**src/rtl/dino_pkg.sv**
```systemverilog
`default_nettype none
// ============================================================================
// Module      : dino_pkg
// Description : Shared definitions for the input arbitration slice: owner
//               mode encodings, the arbiter state type and default tick
//               constants (60 Hz game ticks).
// Revision    : 1.0 - initial release
// ============================================================================
package dino_pkg;

   // Owner encodings as seen on input_arbiter.mode
   localparam logic [1:0] MODE_ATTRACT  = 2'd0;
   localparam logic [1:0] MODE_HANDOVER = 2'd1;
   localparam logic [1:0] MODE_PAD      = 2'd2;
   localparam logic [1:0] MODE_PIN      = 2'd3;

   // 10 s of inactivity at 60 Hz, and the minimum handover dwell
   localparam int DEFAULT_IDLE_TIMEOUT_TICKS = 600;
   localparam int DEFAULT_HANDOVER_TICKS     = 3;

   // State values equal the mode encodings so the state register can drive
   // the mode port directly.
   typedef enum logic [1:0] {
      ST_ATTRACT  = MODE_ATTRACT,
      ST_HANDOVER = MODE_HANDOVER,
      ST_PAD      = MODE_PAD,
      ST_PIN      = MODE_PIN
   } arb_state_t;

endpackage : dino_pkg
`default_nettype wire

```
**src/rtl/sat_tick_counter.sv**
```systemverilog
`default_nettype none
// ============================================================================
// Module      : sat_tick_counter
// Description : Counts tick pulses up to LIMIT and then holds (never wraps).
//               A clear in the same cycle as a tick wins.
// Ports       : clk   - system clock
//               rst   - asynchronous active-high reset
//               clear - synchronous clear to zero
//               tick  - count enable pulse
//               done  - high while the count equals LIMIT
// Revision    : 1.0 - initial release
// ============================================================================
module sat_tick_counter #(
   parameter int LIMIT = 3,
   parameter int WIDTH = $clog2(LIMIT + 1)
) (
   input  logic clk,
   input  logic rst,
   input  logic clear,
   input  logic tick,
   output logic done
);

   localparam logic [WIDTH-1:0] C_LIMIT = WIDTH'(LIMIT);
   localparam logic [WIDTH-1:0] C_ONE   = WIDTH'(1);

   logic [WIDTH-1:0] r_count;

   always_ff @(posedge clk or posedge rst) begin
      if (rst) begin
         r_count <= '0;
      end else if (clear) begin
         r_count <= '0;
      end else if (tick && (r_count != C_LIMIT)) begin
         r_count <= r_count + C_ONE;
      end
   end

   assign done = (r_count == C_LIMIT);

endmodule : sat_tick_counter
`default_nettype wire

```
**src/rtl/input_arbiter.sv**
```systemverilog
`default_nettype none
// ============================================================================
// Module      : input_arbiter
// Description : Selects which requester (AI autopilot, SNES gamepad, raw
//               pins) drives player_controller's up/down buttons. Human
//               presses take over from the AI through a handover interval
//               with outputs forced low; inactivity while the game is frozen
//               returns control to the AI.
// Ports       : clk, rst                 - clock, async active-high reset
//               game_tick                - one-cycle 60 Hz pulse
//               game_frozen              - game idle / game over
//               gamepad_present/up/down/start - gamepad levels
//               pin_up, pin_down         - debounced pin levels
//               ai_up                    - AI jump request
//               button_up, button_down   - arbitrated buttons (registered)
//               mode                     - current owner encoding
//               ai_active                - high in attract mode only
// Revision    : 1.0 - initial release
// ============================================================================
module input_arbiter
   import dino_pkg::*;
#(
   parameter int IDLE_TIMEOUT_TICKS = DEFAULT_IDLE_TIMEOUT_TICKS,
   parameter int HANDOVER_TICKS     = DEFAULT_HANDOVER_TICKS
) (
   input  logic       clk,
   input  logic       rst,
   input  logic       game_tick,
   input  logic       game_frozen,
   input  logic       gamepad_present,
   input  logic       gamepad_up,
   input  logic       gamepad_down,
   input  logic       gamepad_start,
   input  logic       pin_up,
   input  logic       pin_down,
   input  logic       ai_up,
   output logic       button_up,
   output logic       button_down,
   output logic [1:0] mode,
   output logic       ai_active
);

   localparam int C_IDLE_W = $clog2(IDLE_TIMEOUT_TICKS + 1);
   localparam int C_HO_W   = $clog2(HANDOVER_TICKS + 1);

   arb_state_t r_state, w_state_next;
   arb_state_t r_target, w_target_next;

   logic r_pad_any_q, r_pin_any_q, r_present_q;
   logic r_armed;
   logic r_button_up, r_button_down, r_ai_active;
   logic w_up_next, w_down_next;

   logic w_pad_any, w_pin_any;
   logic w_pad_press, w_pin_press, w_unplug;
   logic w_ho_clear, w_ho_done;
   logic w_in_play, w_idle_clear, w_idle_tick, w_idle_done;

   assign w_pad_any = gamepad_present & (gamepad_up | gamepad_down | gamepad_start);
   assign w_pin_any = pin_up | pin_down;

   // r_armed stays low for the first clock after reset so that a button held
   // through reset is loaded into the edge registers without being seen as
   // a fresh press.
   assign w_pad_press = r_armed & w_pad_any & ~r_pad_any_q;
   assign w_pin_press = r_armed & w_pin_any & ~r_pin_any_q;
   assign w_unplug    = r_present_q & ~gamepad_present;

   // Handover counter is held at zero outside HANDOVER, so every entry
   // starts from a fresh count.
   assign w_ho_clear = (r_state != ST_HANDOVER);

   sat_tick_counter #(
      .LIMIT (HANDOVER_TICKS),
      .WIDTH (C_HO_W)
   ) u_handover_cnt (
      .clk   (clk),
      .rst   (rst),
      .clear (w_ho_clear),
      .tick  (game_tick),
      .done  (w_ho_done)
   );

   // Idle counter: held at zero outside PAD/PIN; human activity on the
   // owning source clears it and takes priority over a tick.
   assign w_in_play    = (r_state == ST_PAD) || (r_state == ST_PIN);
   assign w_idle_clear = ~w_in_play
                       | ((r_state == ST_PAD) & w_pad_any)
                       | ((r_state == ST_PIN) & w_pin_any);
   assign w_idle_tick  = game_tick & game_frozen;

   sat_tick_counter #(
      .LIMIT (IDLE_TIMEOUT_TICKS),
      .WIDTH (C_IDLE_W)
   ) u_idle_cnt (
      .clk   (clk),
      .rst   (rst),
      .clear (w_idle_clear),
      .tick  (w_idle_tick),
      .done  (w_idle_done)
   );

   // Edge-detect registers and the post-reset arm flag
   always_ff @(posedge clk or posedge rst) begin
      if (rst) begin
         r_pad_any_q <= 1'b0;
         r_pin_any_q <= 1'b0;
         r_present_q <= 1'b0;
         r_armed     <= 1'b0;
      end else begin
         r_pad_any_q <= w_pad_any;
         r_pin_any_q <= w_pin_any;
         r_present_q <= gamepad_present;
         r_armed     <= 1'b1;
      end
   end

   // State, target and registered outputs
   always_ff @(posedge clk or posedge rst) begin
      if (rst) begin
         r_state       <= ST_ATTRACT;
         r_target      <= ST_PIN;
         r_button_up   <= 1'b0;
         r_button_down <= 1'b0;
         r_ai_active   <= 1'b1;
      end else begin
         r_state       <= w_state_next;
         r_target      <= w_target_next;
         r_button_up   <= w_up_next;
         r_button_down <= w_down_next;
         r_ai_active   <= (w_state_next == ST_ATTRACT);
      end
   end

   always_comb begin
      w_state_next  = r_state;
      w_target_next = r_target;

      case (r_state)
         ST_ATTRACT: begin
            if (w_pad_press || w_pin_press) begin
               w_state_next  = ST_HANDOVER;
               w_target_next = w_pad_press ? ST_PAD : ST_PIN;
            end
         end
         ST_HANDOVER: begin
            if (w_ho_done && !w_pad_any && !w_pin_any) begin
               w_state_next = r_target;
            end
         end
         ST_PAD: begin
            // Unplug beats timeout; held pad input blocks the timeout.
            if (w_unplug) begin
               w_state_next  = ST_HANDOVER;
               w_target_next = ST_PIN;
            end else if (w_idle_done && !w_pad_any) begin
               w_state_next = ST_ATTRACT;
            end
         end
         ST_PIN: begin
            if (w_pad_press) begin
               w_state_next  = ST_HANDOVER;
               w_target_next = ST_PAD;
            end else if (w_idle_done && !w_pin_any) begin
               w_state_next = ST_ATTRACT;
            end
         end
         default: begin
            w_state_next = ST_ATTRACT;
         end
      endcase
   end

   // Buttons are sourced according to the owner being entered, so the
   // registered buttons are always consistent with the registered mode.
   always_comb begin
      w_up_next   = 1'b0;
      w_down_next = 1'b0;

      case (w_state_next)
         ST_ATTRACT: begin
            w_up_next = ai_up;
         end
         ST_PAD: begin
            w_up_next   = gamepad_up | gamepad_start;
            w_down_next = gamepad_down;
         end
         ST_PIN: begin
            w_up_next   = pin_up;
            w_down_next = pin_down;
         end
         default: begin
            w_up_next   = 1'b0;
            w_down_next = 1'b0;
         end
      endcase
   end

   assign button_up   = r_button_up;
   assign button_down = r_button_down;
   assign mode        = r_state;
   assign ai_active   = r_ai_active;

endmodule : input_arbiter
`default_nettype wire

```
**config.mk**
```make
export PLATFORM = sky130hd
export DESIGN_NAME = input_arbiter
export DESIGN_NICKNAME = d
export VERILOG_FILES = /design/src/rtl/dino_pkg.sv /design/src/rtl/sat_tick_counter.sv /design/src/rtl/input_arbiter.sv
export SDC_FILE = /design/constraint.sdc
export NUM_CORES = 1
export LEC_CHECK = 0
export ABC_AREA = 1
export CAP_MARGIN = 25
export CORE_ASPECT_RATIO = 1.4
export CORE_MARGIN = 4
export CORE_UTILIZATION = 50
export CTS_BUF_LIST = sky130_fd_sc_hd__clkbuf_4 sky130_fd_sc_hd__clkbuf_8 sky130_fd_sc_hd__clkbuf_16
export DETAILED_ROUTE_END_ITERATION = 6
export PLACE_DENSITY = 0.74
export SETUP_SLACK_MARGIN = 0.1
export SLEW_MARGIN = 15
export SYNTH_ARGS = -nofsm -noshare
export SYNTH_HDL_FRONTEND = slang
export SYNTH_SLANG_ARGS = --single-unit
```
**constraint.sdc**
```tcl
create_clock -name clk -period 2.1 [get_ports clk]
set_clock_uncertainty 0.2 [all_clocks]
set_input_delay 0.42 -clock clk [delete_from_list [all_inputs] [get_ports clk]]
set_output_delay 0.42 -clock clk [all_outputs]
set_load 0.02 [all_outputs]
```
==> run summary <==
In the routed design, unresolved DRC markers number 0. Across the run, the number of max-cap violations was 0. The initial antenna violation count came out at 0. The placed instances occupy a cell area of between 1500 and 2000 um2.

The stage delay of the slowest cell on the critical path is just over 600 ps. Global routing used around a fifth of the available tracks. The finished cells cover around 1600 um2. The combined buffer and inverter count along the critical path is 1. The number of max-slew violations in the final report is 0. The count of standard-cell rows is 21. After layout, the worst path uses a little over 90% of the clock period. For this design, the slowest cell found on the critical path is clkdlybuf4s50_1. In this run, distinct cell masters in the synthesized netlist total 29.

The area of the multi-input gates is between 600 and 700 um2. The maximum vdd ir drop is around 0.52 mV. The clock insertion delay at the later pin of the skew report is a little under 300 ps.

The synthesized netlist net count came out at between 150 and 200. The achievable frequency is 516 MHz. The category of the most critical setup path is register to output pin. The clock transition at the registers of the reported paths came out at 120 ps. The area added between synthesis and finish came out at 23.2%. Grouping stages by cell kind, the critical path spends the most delay in buffers and inverters. The synthesis-stage register bit count is 22.

The number of buffers on the longest clock path is 2. The total of hold buffers inserted after clock tree synthesis is 0. The fraction of layout instances using a drive strength above 1 is 22.2%. The class of the tightest hold or removal check is input port to async pin.

In this run the count of I/O pins placed on the die edge is 16. The die is 51.1 um wide. Dividing total power by cell area gives a power density of 822 nW/um2. The first global-routing pass estimated between 4000 and 5000 um of wire. The worst setup timing slack at the placement stage came out at -107 ps.

The routability congestion estimate from global placement is between 1 and 1.5. The flow ran to the end, and the final reports show no timing, DRC or antenna violations. The final wirelength came out at roughly 2900 um. The number of nets at the end of the flow came out at just over 200. In this run the tool buffered the top-level ports with 15 buffer cells. The async set or reset register ratio after synthesis came out at 100%.

The via count of the first global-routing pass is ~1200. The root buffer cell chosen for the clock tree is clkbuf_4. The final critical delay including setup and external delays is just under 2000 ps. The arrival time of data at the critical path endpoint is roughly 1300 ps. The largest net degree at the start of global routing is 14. The cell area after synthesis is approximately 1300 um2. After technology mapping, the gate count stands at between 150 and 200. The via count is about 1100. The initial standard-cell utilization of the core came out at about 53%. The number of nets with antenna violations after detailed routing came out at 0. The wire length per cell after detailed routing came out at around 13 um. Traced cell by cell, the critical path runs through clkdlybuf4s50_1. The number of warnings issued by yosys is 0. The H-tree depth reported by CTS is 1. The first-iteration detailed-routing DRC count came out at 25. The total count of hold-check failures in the final report is 0.

The worst-case setup margin in the final layout came out at approximately 160 ps. Clock tree synthesis found a total of 22 sinks. Setup repair after global routing left no endpoint under its margin. The number of buffers added by the clock tree synthesis step is 3.

The number of fillers in the final layout came out at approximately 220. The register area is between 500 and 600 um2. The count of flip-flops with a built-in enable after synthesis came out at 0.

The worst setup path is launched from a register. The number of antenna diodes in the final layout is 0. The die is approximately 68 um tall.

The most common flop cell mapped by yosys is dfrtp_1. The floorplan step defined a core boundary enclosing ~2400 um2. The mean instance size in the synthesized netlist came out at about 8 um2.

The number of vias per cell after detailed routing is between 5 and 6. The leakage power of the design came out at around 0.0008 uW. The highest net fanout along the worst path came out at 4. The final setup violation count is 0. TritonCTS built the clock tree. The sequential-to-total area share from yosys stat is 42.6%. The leftover overflow at the end of global routing came out at 0.

The overall die area came out at 3490 um2. Detailed placement finished with a half-perimeter wire length of around 2400 um. The number of optimization iterations in the first detailed-route pass is 4. The worst setup path is captured at an output pin. The required arrival time at the worst endpoint is about 1500 ps.
==> registers in the layout, summed over array words and instances, names as in the netlist <==
signal                  count
u_idle_cnt.r_count         10
r_present_q                 1
button_down                 1
mode                        2
ai_active                   1
r_target                    1
r_pin_any_q                 1
r_pad_any_q                 1
button_up                   1
u_handover_cnt.r_count      2
r_armed                     1
==> cell usage in the layout, fill, tap and decap left out <==
master	instances
o21ai_0	6
buf_4	11
nor2_1	15
dfrtp_1	20
clkbuf_4	3
nand2_1	29
o22ai_4	1
nor3b_2	1
a21oi_2	1
clkdlybuf4s50_1	13
a21oi_1	4
nand2_2	7
o21bai_1	1
inv_1	26
o31ai_1	1
dfstp_2	2
nand3_4	2
dlymetal6s2s_1	1
o211a_1	1
conb_1	1
nor2_4	3
o21ai_1	1
nand4_1	4
inv_2	3
dlygate4sd2_1	1
nand3_2	3
xor2_1	2
nand2_4	1
a31oi_1	1
ha_1	3
nor2_2	3
nor3_1	2
nand3_1	15
clkinv_2	1
==> layout make-up <==
| cell class | instances | share of cell area (%) |
|---|---|---|
| inverter | 30 | 7.11 |
| sequential | 22 | 34.6 |
| multi-input combinational | 108 | 39.6 |
| clock buffer | 3 | 1.41 |
| tap | 34 | 2.66 |
| timing repair buffer | 26 | 14.6 |
==> stage by stage <==
step,util [%],hold WS [ps],power (uW),std cells,TNS (ps)
final,65.5,191,1320,223,0
after global routing,65.5,190,1420,223,0
after CTS,64.4,194,1320,220,0
after detailed placement,63.5,277,1140,217,-317
after global placement,63.5,259,1130,217,-85.9
after floorplan,-,208,933,160,0
==> worst paths after layout <==
check                      cells past startpoint                                    end  slack (ps)                                  start
min in group clk                               1  u_handover_cnt.r_count[0]$_DFFE_PP0P_         300  u_handover_cnt.r_count[0]$_DFFE_PP0P_
hold reg to reg                                1  u_handover_cnt.r_count[0]$_DFFE_PP0P_         300  u_handover_cnt.r_count[0]$_DFFE_PP0P_
hold / removal                                 2                      r_armed$_DFF_PP0_         190                                    rst
setup reg to reg                               9                    button_up$_DFF_PP0_         240      u_idle_cnt.r_count[0]$_DFFE_PP0P_
max in group asynchronous                      3      u_idle_cnt.r_count[1]$_DFFE_PP0P_         980                                    rst
setup / recovery                               1                                mode[0]         160                      mode[0]$_DFF_PP0_
==> power breakdown <==
group | total (uW) | leakage (uW) | internal [uW] | switching, uW
clock | 179 | 0.0000138 | 66.6 | 113
combinational | 582 | 0.000496 | 241 | 341
sequential | 554 | 0.000283 | 508 | 45.3
total | 1320 | 0.000793 | 816 | 500
==> cells in the mapped netlist, drive strengths merged, types with 2 or more instances <==
cell    n  area (um2)
nand2  37         164
inv    29         109
nor2   21         106
dfrtp  20         500
nand3  20         140
o21ai   7        35.0
a21oi   5        28.8
nand4   4        25.0
ha      3        37.5
dfstp   2        52.6
nor3    2        10.0
xor2    2        17.5
==> repair_timing <==
| action | 4_1_cts | 5_1_grt |
|---|---|---|
| resized for setup | 1 | 2 |
| endpoints found under the setup margin | 1 | 3 |
| buffers inserted | 0 | 3 |
| pin swaps | 0 | 2 |
==> metal layers <==
layer	routed length [um]	vias up	global-route usage, %
met4	121	0	14.1
met3	91	13	2.18
met5	0	-	0
met1	1040	529	18.1
li1	-	565	-
met2	1650	31	37.7
==> logic make-up after synthesis <==
| logic type | after synthesis | share of synthesized area, % |
|---|---|---|
| xor+xnor | 2 | 1.35 |
| simple gates | 85 | 35.3 |
| compound gates | 17 | 8.86 |
| buf+inv | 30 | 8.77 |
| fa+ha+maj | 3 | 2.89 |
| other cells | 1 | 0.289 |
| flops | 22 | 42.6 |
No activity file was read; power rests on OpenSTA's default activity.
